<file path="src/rtl/s9_display_pkg.sv">
// Shared types and helpers for the s9 display driver.
// Segment patterns are active-low, ordered {g,f,e,d,c,b,a}.
package s9_display_pkg;

  typedef enum logic [1:0] {
    IDLE,
    SHIFT,
    DONE
  } state_t;

  localparam int NUM_DIGITS = 8;
  localparam int BCD_DIGITS = 5;

  function automatic logic [6:0] hex_to_seg(input logic [3:0] h);
    logic [6:0] s;
    unique case (h)
      4'h0: s = 7'h40;
      4'h1: s = 7'h79;
      4'h2: s = 7'h24;
      4'h3: s = 7'h30;
      4'h4: s = 7'h19;
      4'h5: s = 7'h12;
      4'h6: s = 7'h02;
      4'h7: s = 7'h78;
      4'h8: s = 7'h00;
      4'h9: s = 7'h10;
      4'hA: s = 7'h08;
      4'hB: s = 7'h03;
      4'hC: s = 7'h46;
      4'hD: s = 7'h21;
      4'hE: s = 7'h06;
      4'hF: s = 7'h0E;
    endcase
    return s;
  endfunction

endpackage

</file>
<file path="src/rtl/s9_bin2bcd_seq.sv">
// Sequential double-dabble: 16-bit binary to 5 BCD digits,
// one shift per cycle, 16 cycles per conversion.
module s9_bin2bcd_seq
  import s9_display_pkg::*;
(
  input  logic        clk,
  input  logic        reset,
  input  logic        start,
  input  logic [15:0] value,
  output logic [19:0] bcd,
  output logic        done,
  output logic        busy
);

  logic [35:0] sr;
  logic [35:0] sr_adj;
  logic [3:0]  cnt;
  logic        run;

  always_comb begin
    sr_adj = sr;
    for (int i = 0; i < BCD_DIGITS; i++) begin
      if (sr[16+4*i +: 4] >= 4'd5)
        sr_adj[16+4*i +: 4] = sr[16+4*i +: 4] + 4'd3;
    end
  end

  always_ff @(posedge clk or posedge reset) begin
    if (reset) begin
      sr  <= '0;
      cnt <= '0;
      run <= 1'b0;
    end else if (start && !run) begin
      sr  <= {20'b0, value};
      cnt <= '0;
      run <= 1'b1;
    end else if (run) begin
      sr  <= {sr_adj[34:0], 1'b0};
      cnt <= cnt + 4'd1;
      if (cnt == 4'd15)
        run <= 1'b0;
    end
  end

  // done flags the final shift; bcd is settled on the following cycle
  assign done = run && (cnt == 4'd15);
  assign busy = run;
  assign bcd  = sr[35:16];

endmodule

</file>
<file path="src/rtl/s9_display_driver.sv">
// Multiplexed 8-digit 7-segment driver: hex or blanked BCD view of
// the result word, with the status code on digit 7.
module s9_display_driver
  import s9_display_pkg::*;
#(
  parameter int DIGIT_CYCLES = 100000
) (
  input  logic        clk,
  input  logic        reset,
  input  logic [15:0] value,
  input  logic [2:0]  status,
  input  logic        dec_mode,
  output logic [7:0]  anodes,
  output logic [6:0]  segments,
  output logic        dp,
  output logic        busy
);

  localparam int CW = (DIGIT_CYCLES > 1) ? $clog2(DIGIT_CYCLES) : 1;
  localparam logic [CW-1:0] CMAX = CW'(DIGIT_CYCLES - 1);
  localparam int IW = $clog2(NUM_DIGITS);

  logic [15:0]   cap_value;
  logic [2:0]    cap_status;
  logic          cap_dec;
  state_t        state, state_nx;
  logic          start;
  logic          differs;
  logic [15:0]   pend_value;
  logic          pend_dec;
  logic [15:0]   last_value;
  logic          last_dec;
  logic          last_valid;
  logic [19:0]   snap;
  logic          snap_dec;
  logic [CW-1:0] rcnt;
  logic [IW-1:0] idx;
  logic [3:0]    nib;
  logic          blank;
  logic [19:0]   conv_bcd;
  logic          conv_done;
  logic          conv_busy;

  s9_bin2bcd_seq u_conv (
    .clk   (clk),
    .reset (reset),
    .start (start),
    .value (cap_value),
    .bcd   (conv_bcd),
    .done  (conv_done),
    .busy  (conv_busy)
  );

  assign differs = !last_valid ||
                   ({cap_value, cap_dec} != {last_value, last_dec});

  always_ff @(posedge clk or posedge reset) begin
    if (reset) state <= IDLE;
    else       state <= state_nx;
  end

  always_comb begin
    state_nx = state;
    start    = 1'b0;
    unique case (state)
      IDLE: begin
        if (differs) begin
          if (cap_dec) begin
            start    = 1'b1;
            state_nx = SHIFT;
          end else begin
            state_nx = DONE;
          end
        end
      end
      SHIFT:   if (conv_done) state_nx = DONE;
      DONE:    state_nx = IDLE;
      default: state_nx = IDLE;
    endcase
  end

  // pend holds the pair being converted so later input edits cannot tear it
  always_ff @(posedge clk or posedge reset) begin
    if (reset) begin
      cap_value  <= '0;
      cap_status <= '0;
      cap_dec    <= 1'b0;
      pend_value <= '0;
      pend_dec   <= 1'b0;
      last_value <= '0;
      last_dec   <= 1'b0;
      last_valid <= 1'b0;
      snap       <= '0;
      snap_dec   <= 1'b0;
    end else begin
      cap_value  <= value;
      cap_status <= status;
      cap_dec    <= dec_mode;
      if (state == IDLE && differs) begin
        pend_value <= cap_value;
        pend_dec   <= cap_dec;
      end
      if (state == DONE) begin
        snap       <= pend_dec ? conv_bcd : {4'b0, pend_value};
        snap_dec   <= pend_dec;
        last_value <= pend_value;
        last_dec   <= pend_dec;
        last_valid <= 1'b1;
      end
    end
  end

  always_ff @(posedge clk or posedge reset) begin
    if (reset) begin
      rcnt <= '0;
      idx  <= '0;
    end else if (rcnt == CMAX) begin
      rcnt <= '0;
      idx  <= idx + 1'b1;
    end else begin
      rcnt <= rcnt + 1'b1;
    end
  end

  always_comb begin
    nib   = 4'h0;
    blank = 1'b1;
    unique case (idx)
      3'd0: begin
        nib   = snap[3:0];
        blank = 1'b0;
      end
      3'd1: begin
        nib   = snap[7:4];
        blank = snap_dec && !(|snap[19:4]);
      end
      3'd2: begin
        nib   = snap[11:8];
        blank = snap_dec && !(|snap[19:8]);
      end
      3'd3: begin
        nib   = snap[15:12];
        blank = snap_dec && !(|snap[19:12]);
      end
      3'd4: begin
        nib   = snap[19:16];
        blank = !snap_dec || !(|snap[19:16]);
      end
      3'd7: begin
        nib   = {1'b0, cap_status};
        blank = 1'b0;
      end
      default: begin
        nib   = 4'h0;
        blank = 1'b1;
      end
    endcase
  end

  always_ff @(posedge clk or posedge reset) begin
    if (reset) begin
      anodes   <= 8'hFF;
      segments <= 7'h7F;
      dp       <= 1'b1;
    end else begin
      anodes   <= blank ? 8'hFF : ~(8'd1 << idx);
      segments <= blank ? 7'h7F : hex_to_seg(nib);
      dp       <= !((idx == '0) && !snap_dec);
    end
  end

  assign busy = conv_busy;

endmodule

</file>
<file path="config.mk">
export PLATFORM = sky130hd
export DESIGN_NAME = s9_display_driver
export DESIGN_NICKNAME = d
export VERILOG_FILES = /design/src/rtl/s9_display_pkg.sv /design/src/rtl/s9_bin2bcd_seq.sv /design/src/rtl/s9_display_driver.sv
export SDC_FILE = /design/constraint.sdc
export NUM_CORES = 1
export LEC_CHECK = 0
export ABC_AREA = 1
export CORE_MARGIN = 4
export CORE_UTILIZATION = 35
export DETAILED_ROUTE_END_ITERATION = 6
export PLACE_DENSITY_LB_ADDON = 0.08
export SYNTH_ARGS = -nofsm -noshare
export SYNTH_HDL_FRONTEND = slang
export SYNTH_SLANG_ARGS = --single-unit
</file>
<file path="constraint.sdc">
create_clock -name clk -period 6.45 [get_ports clk]
set_input_delay 0.9675 -clock clk [delete_from_list [all_inputs] [get_ports clk]]
set_output_delay 0.9675 -clock clk [all_outputs]
set_load 0.02 [all_outputs]
</file>
== Word level (Yosys, flattened, before mapping) ==
Memory sizes are Yosys's and may differ from the RTL's.
Index checks and enable logic that the tools add are counted.
Word-level totals
  register bits: 154
  ROM bits: 112
  input bits: 22
  output and inout port bits: 17
  word-level logic and storage cells: 97
  memories kept: 1
Memories
  (no name shown): words 16, bits a word 7, rd ports 1, clocked after Yosys merged registers in 0, wr ports 0, RTL line s9_display_pkg.sv:16  | unique case (h)
Operators by class
  add/subtract/negate cells: 8
  order comparisons: 5
  eq/ne operators: 12
  shift operators: 1
  muxes and demuxes: 25
  bitwise gates (word level): 1
  reductions and logical operators: 26
Operator list (count)
  $mux 36: 2
  $mux 4: 6
  $pmux 4 s6: 1
  $ge 4x3->1 const B: 5
  $mux 20: 1
  $add 17x1->17 const B: 1
  $eq 17x17->1 const B: 1
  $mux 17: 1
  $ne 17x17->1: 1
  $add 4x2->4 const B: 4
  $reduce_or 16->1: 1
  $reduce_or 12->1: 1
  $logic_not 1->1: 8
  $mux 8: 1
  $not 8->8: 1
  $reduce_or 8->1: 1
  $shl 1x3->8 const A: 1
  $logic_and 1x1->1: 7
  $mux 7: 1
  $eq 3x2->1 const B: 2
  $eq 3x3->1 const B: 2
  $mux 1: 6
  $mux 2: 3
  $pmux 1 s5: 1
  17 further kinds: 19

== Longest topological paths before layout ==
Gate-level depths: netlist of the first run.
  depth in word-level cells: 6
  mapped depth: 16
  gate-level depth less buffers: 16

== Cells and area by module ==
A second synthesis of the first run with hierarchy kept.
Second synthesis, totals
  cells, all modules: 911
  area, all modules: 7632.3 um^2
Modules (own cells, without submodules)
  s9_display_driver: times used 1, cells each 612, area each 5215.0 um^2, seq. area each 2847.7 um^2
  s9_bin2bcd_seq: times used 1, cells each 299, area each 2417.3 um^2, seq. area each 1026.0 um^2

== Worst setup path before layout of the first run ==
Ideal clock, no wire load.
  path type: flip-flop to flip-flop
  from: register idx[0]
  to: register segments[3]
  library setup time: 0.087 ns
  arrival: 1.956 ns
  required time: 6.363 ns
  path slack: 4.407 ns
  stages on the path, launching flop included: 13
  path buffers: 0
  clock period less this slack: 2.043 ns
  path through: dfrtp_1 -> ha_1 -> ha_1 -> nand2_1 -> nand3_1 -> nor2_1 -> inv_1 -> ha_1 -> or2_2 -> nand3_1 -> nand2_1 -> inv_1 -> nand2_1
Between the ends
  longest elaborated chain between the ends: 4
  elaborated cells on any way between the ends: 11
  classes of those cells: eq/ne (5); mux (3); reduce/logical (2); memory (1)
Ends and longest elaborated chain
  start: declaration: RTL line s9_display_driver.sv:37  | logic [IW-1:0] idx;
  start signal: assignment: RTL line s9_display_driver.sv:119  | idx <= idx + 1'b1;
  $eq 3x3->1, or another cell as far along: RTL line s9_display_driver.sv:128  | unique case (idx)
  $pmux 4 s6 / $reduce_or 2->1 (equally long branches)
  $mem_v2 16x7 / $pmux 1 s5 (equally long branches)
  $mux 7 (*): RTL line s9_display_driver.sv:167  | segments <= blank ? 7'h7F : hex_to_seg(nib);
  end signal: assignment: RTL line s9_display_driver.sv:167
  end: declaration: RTL line s9_display_driver.sv:14  | output logic [6:0] segments,
Every way passes the cells marked *; elsewhere a longest branch is shown, timed or not.
A chain may end at the register's enable or synchronous reset.

== Worst setup path after layout of the first run ==
  from: register u_conv.run, in the netlist u_conv.busy
  to: output port busy
RTL lines
  start: declaration: RTL line s9_bin2bcd_seq.sv:18  | logic run;
  start signal: assignment: RTL line s9_bin2bcd_seq.sv:32  | run <= 1'b0;
  start signal: assignment: RTL line s9_bin2bcd_seq.sv:36  | run <= 1'b1;
  start signal: assignment: RTL line s9_bin2bcd_seq.sv:41  | run <= 1'b0;
  end: declaration: RTL line s9_display_driver.sv:16  | output logic busy
No word-level cell between the ends.

==> results.json, run 1 <==
{
  "grt_pass1_wl_um": 29700,
  "ios": 39,
  "vdd_drop_max_mv": 0.201,
  "cp_top_family": "flip-flops",
  "portBuffers": 38,
  "grt_pass1_vias": 5700,
  "hold_viol_final": 0,
  "cts_buffers": 17,
  "critPathMaxFanout": 27,
  "reg2reg_slack_ns": 3.83,
  "period_needed_ns": 3.14,
  "finalPower_mw": 3.86,
  "path_clk_slew_ns": 0.06,
  "dieWidth_um": 154,
  "p_leak_nw": 4.21,
  "p_seq_share_pct": 40.0,
  "cp.arrival_ns": 2.17,
  "row_count": 53,
  "drtIter0Drc": 388,
  "synth_nets": 934,
  "slew_headroom_pct": 34.6,
  "path_depth": 1,
  "async_flop_share_pct": 100,
  "die_area_mm2": 0.0236,
  "crit_path_start": "u_conv.busy",
  "rsz0062_at_grt": "no",
  "power_frac_clock_pct": 28.7,
  "synth_cells": 889,
  "crit_end": "busy",
  "comb_power_share_pct": 31.2,
  "cts_hold_buf": 0,
  "n_antenna_cell": 0,
  "synth_edf_count": 0,
  "syn_avg_cell_area_um2": 8.35,
  "final_util_pct": 41.3,
  "hpwl_um": 12000,
  "crit_path_start_kind": "flop",
  "post-synth-top-area-cell": "dfrtp_1",
  "fmax_ghz": 0.318,
  "ys_seq_area_share_pct": 52.2,
  "syn_to_final_growth_pct": 16.7,
  "grt_max_degree": 94,
  "synthTopCellsByArea": "dfrtp_1, nand2_1, o21ai_0, dfstp_2, nand3_1",
  "fp.dieH_um": 154,
  "cp_slowest_cell": "dfrtp_1",
  "timing.rr.start": "cap_value[0]",
  "placed_area_mm2": 0.00801,
  "worst_setup_path_end_kind": "primary output",
  "post_cts_buffers": 0,
  "crit_path_cell_trace": "clkdlybuf4s50_1",
  "finalClockSkew_ns": 0.0101,
  "ys_warn_count": 0,
  "synthFlopType": "dfrtp_1",
  "finalInstanceArea_mm2": 0.00866,
  "wire_per_inst_um": 14.4,
  "slew_viol_final": 0,
  "worstSkewPairLatency_ns": 0.42,
  "tns_ns": 0,
  "drt-vias-per-instance": 4.75,
  "drcViolationCount": 0,
  "grt-ovfl-total": 0,
  "fin_crit_sh_pct": 48.7,
  "initial_core_util_pct": 35.4,
  "coreArea_mm2": 0.0210,
  "antenna_found_initial": 0,
  "path_class": "reg2out",
  "finalSetupViolations": 0,
  "ant_nets": 0,
  "drive_gt1_share_pct": 9.01,
  "h-tree-depth": 4,
  "cts_tree": "done",
  "power_density_mw_per_mm2": 445,
  "layout.nets": 964,
  "clock_sinks": 154,
  "sw_frac_of_total_pct": 37.2,
  "yosysMostFrequentCell": "nand2_1",
  "grt_usage_pct": 15.5,
  "synth_cell_types": 36,
  "ctsResizeCount": 0,
  "max_stage_delay_ns": 0.99,
  "ys_ff_latch": 154,
  "synth_top_area_share_pct": 46.5,
  "timing.rr.end": "state[0]",
  "ys_top_cells_by_count": "nand2_1, dfrtp_1, inv_1",
  "path_buf_inv": 1,
  "p_int_mw": 2.42,
  "hold_class": "reg2reg",
  "switchingPower_mw": 1.43,
  "ff2ff_path_depth": 10,
  "tightest_slew_ns": 0.981,
  "status": "finished, final reports clean",
  "place_congestion": 0.805,
  "vias": 5739,
  "max_cap_viol_count": 0,
  "wl_um": 17400,
  "firstDrtPassIters": 5,
  "root_buffer": "clkbuf_16",
  "clockBufferDepth": 2,
  "syn-cell-area_mm2": 0.00742,
  "required_ns": 5.48
}
## flip-flops by register name, indices dropped and copies added (netlist names), 2 cells and up
register	cells
cap_value	16
last_value	16
rcnt	17
u_conv.cnt	4
snap	20
segments	7
u_conv.sr	36
pend_value	16
idx	3
state	2
anodes	8
cap_status	3
## logic make-up after synthesis
group | Yosys count | share of synthesized area [%]
buffers and inverters | 145 | 8.04
and+or+nand+nor | 428 | 25.7
DFF | 154 | 52.2
xor gates and xnor gates | 11 | 1.30
adders and majority gates | 23 | 3.88
AOI/OAI and AO/OA | 128 | 8.93
## cell usage in the layout, fill, tap and decap left out
master           instances
a211oi_1                 1
a21boi_2                 1
a21oi_1                 27
a31oi_1                  1
buf_4                    3
bufinv_16                5
clkbuf_1                 2
clkbuf_16               17
clkdlybuf4s50_1         38
clkinv_1                 1
clkinv_4                 2
clkinvlp_4               3
dfrtp_1                138
dfstp_2                 16
ha_1                    23
inv_1                  107
inv_2                    6
inv_6                    4
nand2_1                238
nand2_2                  3
nand2_4                  1
nand3_1                 83
nand3_2                  3
nand4_1                 26
nor2_1                  41
nor2_2                   6
nor2_4                   3
nor3_1                  12
nor3_2                   1
nor3_4                   1
nor4_1                   1
o211ai_1                 2
o21ai_0                 88
o21ai_1                  4
o22ai_1                  3
o41ai_1                  1
or2_2                    9
xnor2_1                  3
xor2_1                   8
## power groups by stage
stage | Sequential, mW | Clock (mW) | Combinational, mW
3_5_place_dp | 1.56 | 0 | 1.22
2_1_floorplan | 1.49 | 0 | 0.938
6_report | 1.54 | 1.11 | 1.21
4_1_cts | 1.54 | 1.13 | 1.23
5_1_grt | 1.59 | 1.18 | 1.41
3_3_place_gp | 1.56 | 0 | 1.21
## per-layer routing
metal  vias up  global-route usage (%)  share of wire [%]
met5         -                       0                  0
met1      2720                    21.9                 50
met3        15                    3.77                3.7
met2        84                    24.4                 45
met4         0                    3.24               0.80
li1       2920                       -                  -
## metrics by stage
stage	setup WS [ns]	cells	hold slack, ns
final	3.31	1207	0.463
after detailed placement	3.44	1175	0.447
after CTS	3.24	1207	0.470
after global routing	3.20	1207	0.504
after global placement	3.42	1175	0.456
after floorplan	1.36	889	0.432
## worst min path at each step
stage	start	to	slack, ns	cells after the start
global route	pend_value[1]	pend_value[1]	0.50	2
detailed placement	last_valid	last_valid	0.45	1
global placement	pend_dec	pend_dec	0.46	2
CTS	last_valid	last_valid	0.47	1
finish	rcnt[0]	rcnt[0]	0.46	1
floorplan	rcnt[0]	rcnt[0]	0.43	1
## layout make-up
type / instances / area [µm²]
fill: 2201 / 12300
sequential: 154 / 3870
multi-input combinational: 590 / 2950
inverter: 115 / 437
clock buffer: 19 / 433
timing repair buffer: 41 / 403
tap: 275 / 344
clock inverter: 13 / 216
Power figures use the tool's default switching activity.
==> inputs of run 2 (changes only) <==
==> constraint.sdc (replaced) <==
create_clock -name clk -period 2.82 [get_ports clk]
set_input_delay 0.423 -clock clk [delete_from_list [all_inputs] [get_ports clk]]
set_output_delay 0.423 -clock clk [all_outputs]
set_load 0.02 [all_outputs]
==> run 2 against run 1 <==
Effect of this change:
- clock-buffer cell count stayed put
- setup slack worse by 2.8 ns
- hold slack lost 0.052 ns
- clock skew down 0.0020 ns
- critical path depth is 11 higher
- design area up 0.77%
- sequential share of layout area decreased by 0.34 points
- sequential power grew 130%
==> results.json, run 2 (synthesis results as in run 1) <==
{
  "status": "finished, final reports clean",
  "syn_to_final_growth_pct": 17.5,
  "clockBufferDepth": 2,
  "power_density_mw_per_mm2": 999,
  "grt_max_degree": 70,
  "portBuffers": 38,
  "worstSkewPairLatency_ns": 0.43,
  "timing.rr.end": "segments[3]",
  "max_cap_viol_count": 0,
  "wl_um": 17400,
  "grt_pass1_wl_um": 29800,
  "grt-ovfl-total": 0,
  "dieWidth_um": 154,
  "cp.arrival_ns": 2.65,
  "drcViolationCount": 0,
  "coreArea_mm2": 0.0210,
  "finalClockSkew_ns": 0.00808,
  "worst_setup_path_end_kind": "flop",
  "tns_ns": 0,
  "path_class": "reg2reg",
  "reg_top3": "u_conv.sr (36), snap (20), rcnt (17)",
  "finalPower_mw": 8.71,
  "rsz0062_at_grt": "no",
  "crit_end": "segments[3]",
  "slew_viol_final": 0,
  "n_antenna_cell": 0,
  "finalInstanceArea_mm2": 0.00873,
  "fin_crit_sh_pct": 82.1,
  "clock_sinks": 154,
  "vdd_drop_max_mv": 0.563,
  "path_clk_slew_ns": 0.07,
  "finalSetupViolations": 0,
  "top_register": "u_conv.sr",
  "largest_reg_flops": 36,
  "fp.dieH_um": 154,
  "layout.nets": 976,
  "post_cts_buffers": 0,
  "root_buffer": "clkbuf_16",
  "hold_viol_final": 0,
  "tightest_slew_ns": 0.719,
  "drt-vias-per-instance": 4.72,
  "timing.rr.start": "idx[0]",
  "mostFrequentLayoutCell": "nand2_1",
  "ios": 39,
  "fmax_ghz": 0.432,
  "hold_class": "in2async",
  "required_ns": 3.16,
  "layout_common_cells": "nand2_1, dfrtp_1, inv_1",
  "p_leak_nw": 4.25,
  "die_area_mm2": 0.0236,
  "antenna_found_initial": 0,
  "ff2ff_path_depth": 12,
  "cts_tree": "done",
  "vias": 5751,
  "row_count": 53,
  "reg2reg_slack_ns": 0.51,
  "drtIter0Drc": 294,
  "cts_hold_buf": 0,
  "ctsResizeCount": 0,
  "period_needed_ns": 2.31,
  "h-tree-depth": 4,
  "placed_area_mm2": 0.00812,
  "drive_gt1_share_pct": 10.2,
  "crit_path_start_kind": "flop",
  "crit_path_start": "idx[0]",
  "slew_headroom_pct": 52.1,
  "cts_buffers": 17,
  "wire_per_inst_um": 14.3,
  "critPathMaxFanout": 5,
  "grt_usage_pct": 15.5,
  "place_congestion": 0.840,
  "firstDrtPassIters": 5,
  "ant_nets": 0,
  "initial_core_util_pct": 35.4,
  "hpwl_um": 12400,
  "grt_pass1_vias": 5812
}
run 2: final cells by class:
class	count	area (µm²)
fill	2152	12200
clock inverter	13	169
sequential	154	3870
tap	275	344
timing repair buffer	53	518
multi-input combinational	590	2950
inverter	115	435
clock buffer	19	433
run 2: worst max-delay path, cell delays in order (launching register included):
cell and delay (ns):
dfrtp_1 0.41, ha_1 0.25, ha_1 0.25, nand2_1 0.08
nand3_1 0.07, nor2_1 0.30, inv_1 0.16, ha_1 0.20
or2_2 0.28, nand3_1 0.07, nand2_1 0.06, inv_1 0.05
nand2_1 0.05
run 2: layer usage:
layer / routed length (µm) / up-vias / track usage [%]
met5: 0 / - / 0
li1: - / 2955 / -
met4: 254 / 0 / 4.29
met2: 8000 / 76 / 24.9
met1: 8640 / 2701 / 21.5
met3: 502 / 19 / 3.24
run 2: worst min path at each step:
| stage | start | end | slack (ns) | cells after the start |
|---|---|---|---|---|
| floorplan | rcnt[0] | rcnt[0] | 0.43 | 1 |
| global placement | last_valid | last_valid | 0.45 | 1 |
| detailed placement | last_valid | last_valid | 0.45 | 1 |
| CTS | value[6] | cap_value[6] | 0.41 | 1 |
| global route | value[1] | cap_value[1] | 0.41 | 1 |
| finish | reset | pend_value[7] | 0.41 | 2 |
run 2: through the flow:
stage / setup slack (ns) / cells / hold slack, ns / util, %
global placement: 0.560 / 1187 / 0.452 / 38.8
finish: 0.505 / 1219 / 0.411 / 41.6
detailed placement: 0.508 / 1187 / 0.447 / 38.8
floorplan: 0.465 / 889 / 0.432 / -
global route: 0.249 / 1219 / 0.408 / 41.6
CTS: 0.488 / 1219 / 0.408 / 41.6
run 2: report_power, final:
group / total (mW) / leakage (nW) / internal [mW] / switching, mW
logic: 2.88 / 2.08 / 1.05 / 1.84
clock network: 2.36 / 0.281 / 1.40 / 0.956
registers: 3.47 / 1.89 / 2.96 / 0.514
==> inputs of run 3 (changes only) <==
==> constraint.sdc (replaced) <==
create_clock -name clk -period 1.9 [get_ports clk]
set_input_delay 0.285 -clock clk [delete_from_list [all_inputs] [get_ports clk]]
set_output_delay 0.285 -clock clk [all_outputs]
set_load 0.02 [all_outputs]
==> run 3 against run 2 <==
Effect of this change:
- hold slack got worse by 0.12 ns
- total power increased by 54%
- sequential power increased by 49%
- largest power group unchanged
- non-clock buffer count increased by 29
==> results.json, run 3 (synthesis results as in run 1) <==
{
  "worstSkewPairLatency_ns": 0.43,
  "finalPower_mw": 13.5,
  "crit_path_start_kind": "flop",
  "max_cap_viol_count": 0,
  "reg_top3": "u_conv.sr (36), snap (20), rcnt (17)",
  "path_class": "reg2reg",
  "clock_sinks": 154,
  "cts_hold_buf": 0,
  "place_congestion": 0.826,
  "fp.dieH_um": 154,
  "firstDrtPassIters": 5,
  "mostFrequentLayoutCell": "nand2_1",
  "power_density_mw_per_mm2": 1460,
  "grt-ovfl-total": 0,
  "slew_viol_final": 0,
  "die_area_mm2": 0.0236,
  "status": "finished, final reports clean",
  "layout_common_cells": "nand2_1, dfrtp_1, inv_1",
  "grt_usage_pct": 15.7,
  "initial_core_util_pct": 35.4,
  "hold_viol_final": 0,
  "syn_to_final_growth_pct": 24.6,
  "period_needed_ns": 1.90,
  "worst_setup_path_end_kind": "flop",
  "slew_headroom_pct": 44.3,
  "fmax_ghz": 0.527,
  "top_register": "u_conv.sr",
  "vdd_drop_max_mv": 1.21,
  "layout.nets": 1005,
  "vias": 5870,
  "tightest_slew_ns": 0.825,
  "fin_crit_sh_pct": 100,
  "grt_pass1_vias": 5842,
  "cts_tree": "done",
  "clockBufferDepth": 2,
  "drtIter0Drc": 300,
  "n_antenna_cell": 0,
  "path_clk_slew_ns": 0.06,
  "drcViolationCount": 0,
  "p_leak_nw": 4.45,
  "h-tree-depth": 4,
  "cts_buffers": 17,
  "wl_um": 17600,
  "coreArea_mm2": 0.0210,
  "finalSetupViolations": 0,
  "drive_gt1_share_pct": 17.0,
  "wire_per_inst_um": 14.1,
  "largest_reg_flops": 36,
  "ios": 39,
  "drt-vias-per-instance": 4.70,
  "critPathMaxFanout": 5,
  "required_ns": 2.26,
  "hpwl_um": 12300,
  "hold_slack_ns": 0.291,
  "rsz0062_at_grt": "yes",
  "grt_pass1_wl_um": 30000,
  "root_buffer": "clkbuf_16",
  "portBuffers": 38,
  "row_count": 53,
  "finalClockSkew_ns": 0.0209,
  "ant_nets": 0,
  "dieWidth_um": 154,
  "hold_class": "in2reg",
  "antenna_found_initial": 0,
  "cp.arrival_ns": 2.26,
  "grt_max_degree": 83,
  "n_fill_cell": 2106
}
## run 3: changes by cell type in the layout (fill, tap and decap cells not counted), moves of 4 or more
| cell | previous run | this run |
|---|---|---|
| nand2_2 | 3 | 10 |
| nand2_4 | 1 | 6 |
| buf_12 | 2 | 9 |
| ha_1 | 23 | 12 |
| inv_2 | 6 | 10 |
| ha_4 | 0 | 8 |
| inv_4 | 0 | 4 |
| buf_4 | 13 | 32 |
| inv_1 | 107 | 99 |
| nand2_1 | 238 | 226 |
## run 3: worst paths after layout
check                           from             to  slack, ns  cells past startpoint
hold / removal             status[1]  cap_status[1]       0.29                      1
max in group asynchronous      reset    segments[6]       1.15                      3
min in group asynchronous      reset  pend_value[9]       0.35                      3
setup reg to reg              idx[0]    segments[3]     0.0009                     12
setup / recovery              idx[0]    segments[3]     0.0009                     12
hold reg to reg              rcnt[0]        rcnt[0]       0.47                      1
## run 3: power breakdown
group          switching [mW]  internal (mW)  total (mW)
logic                    2.84           1.97        4.82
clock network            1.37           2.10        3.47
registers               0.785           4.39        5.17
total                    4.99           8.46        13.5
## run 3: critical path, stage by stage, from the launching register on
cell	delay, ns
dfrtp_2	0.46
ha_4	0.21
ha_4	0.18
nand2_1	0.07
nand3_2	0.08
nor2_2	0.14
inv_2	0.10
ha_2	0.18
or2_4	0.22
nand3_2	0.06
nand2_1	0.05
inv_1	0.05
nand2_1	0.05
## run 3: metal layers
metal	vias up	track usage (%)	routed length, µm
met4	0	4.84	218
met2	76	25.3	8360
met3	16	3.55	507
li1	3013	-	-
met5	-	0	0
met1	2765	21.3	8510
## run 3: timing repair
| action | 4_1_cts | 5_1_grt |
|---|---|---|
| setup endpoints to repair | 6 | 23 |
| setup buffers | 2 | 1 |
| gates resized for setup | 13 | 38 |
| pin swaps | 12 | 13 |
## run 3: layout make-up
cell class	instances	area [µm²]	area share [%]
clock buffer	21	450	4.87
clock inverter	11	145	1.57
inverter	115	445	4.82
multi-input combinational	590	3150	34.1
sequential	154	3880	41.9
tap	275	344	3.72
timing repair buffer	82	835	9.02
## run 3: per-stage QoR
stage | std cells | worst slack [ns] | utilization (%) | cell area, µm² | setup TNS (ns)
after floorplan | 889 | -0.317 | - | 7450 | -43.73
after global placement | 1213 | -0.0475 | 40.2 | 8430 | -0.0873
after detailed placement | 1213 | -0.0760 | 40.2 | 8430 | -0.135
after CTS | 1247 | -0.0193 | 43.4 | 9100 | -0.0727
after global routing | 1248 | -0.120 | 44.1 | 9250 | -0.598
final | 1248 | 0.000921 | 44.1 | 9250 | 0
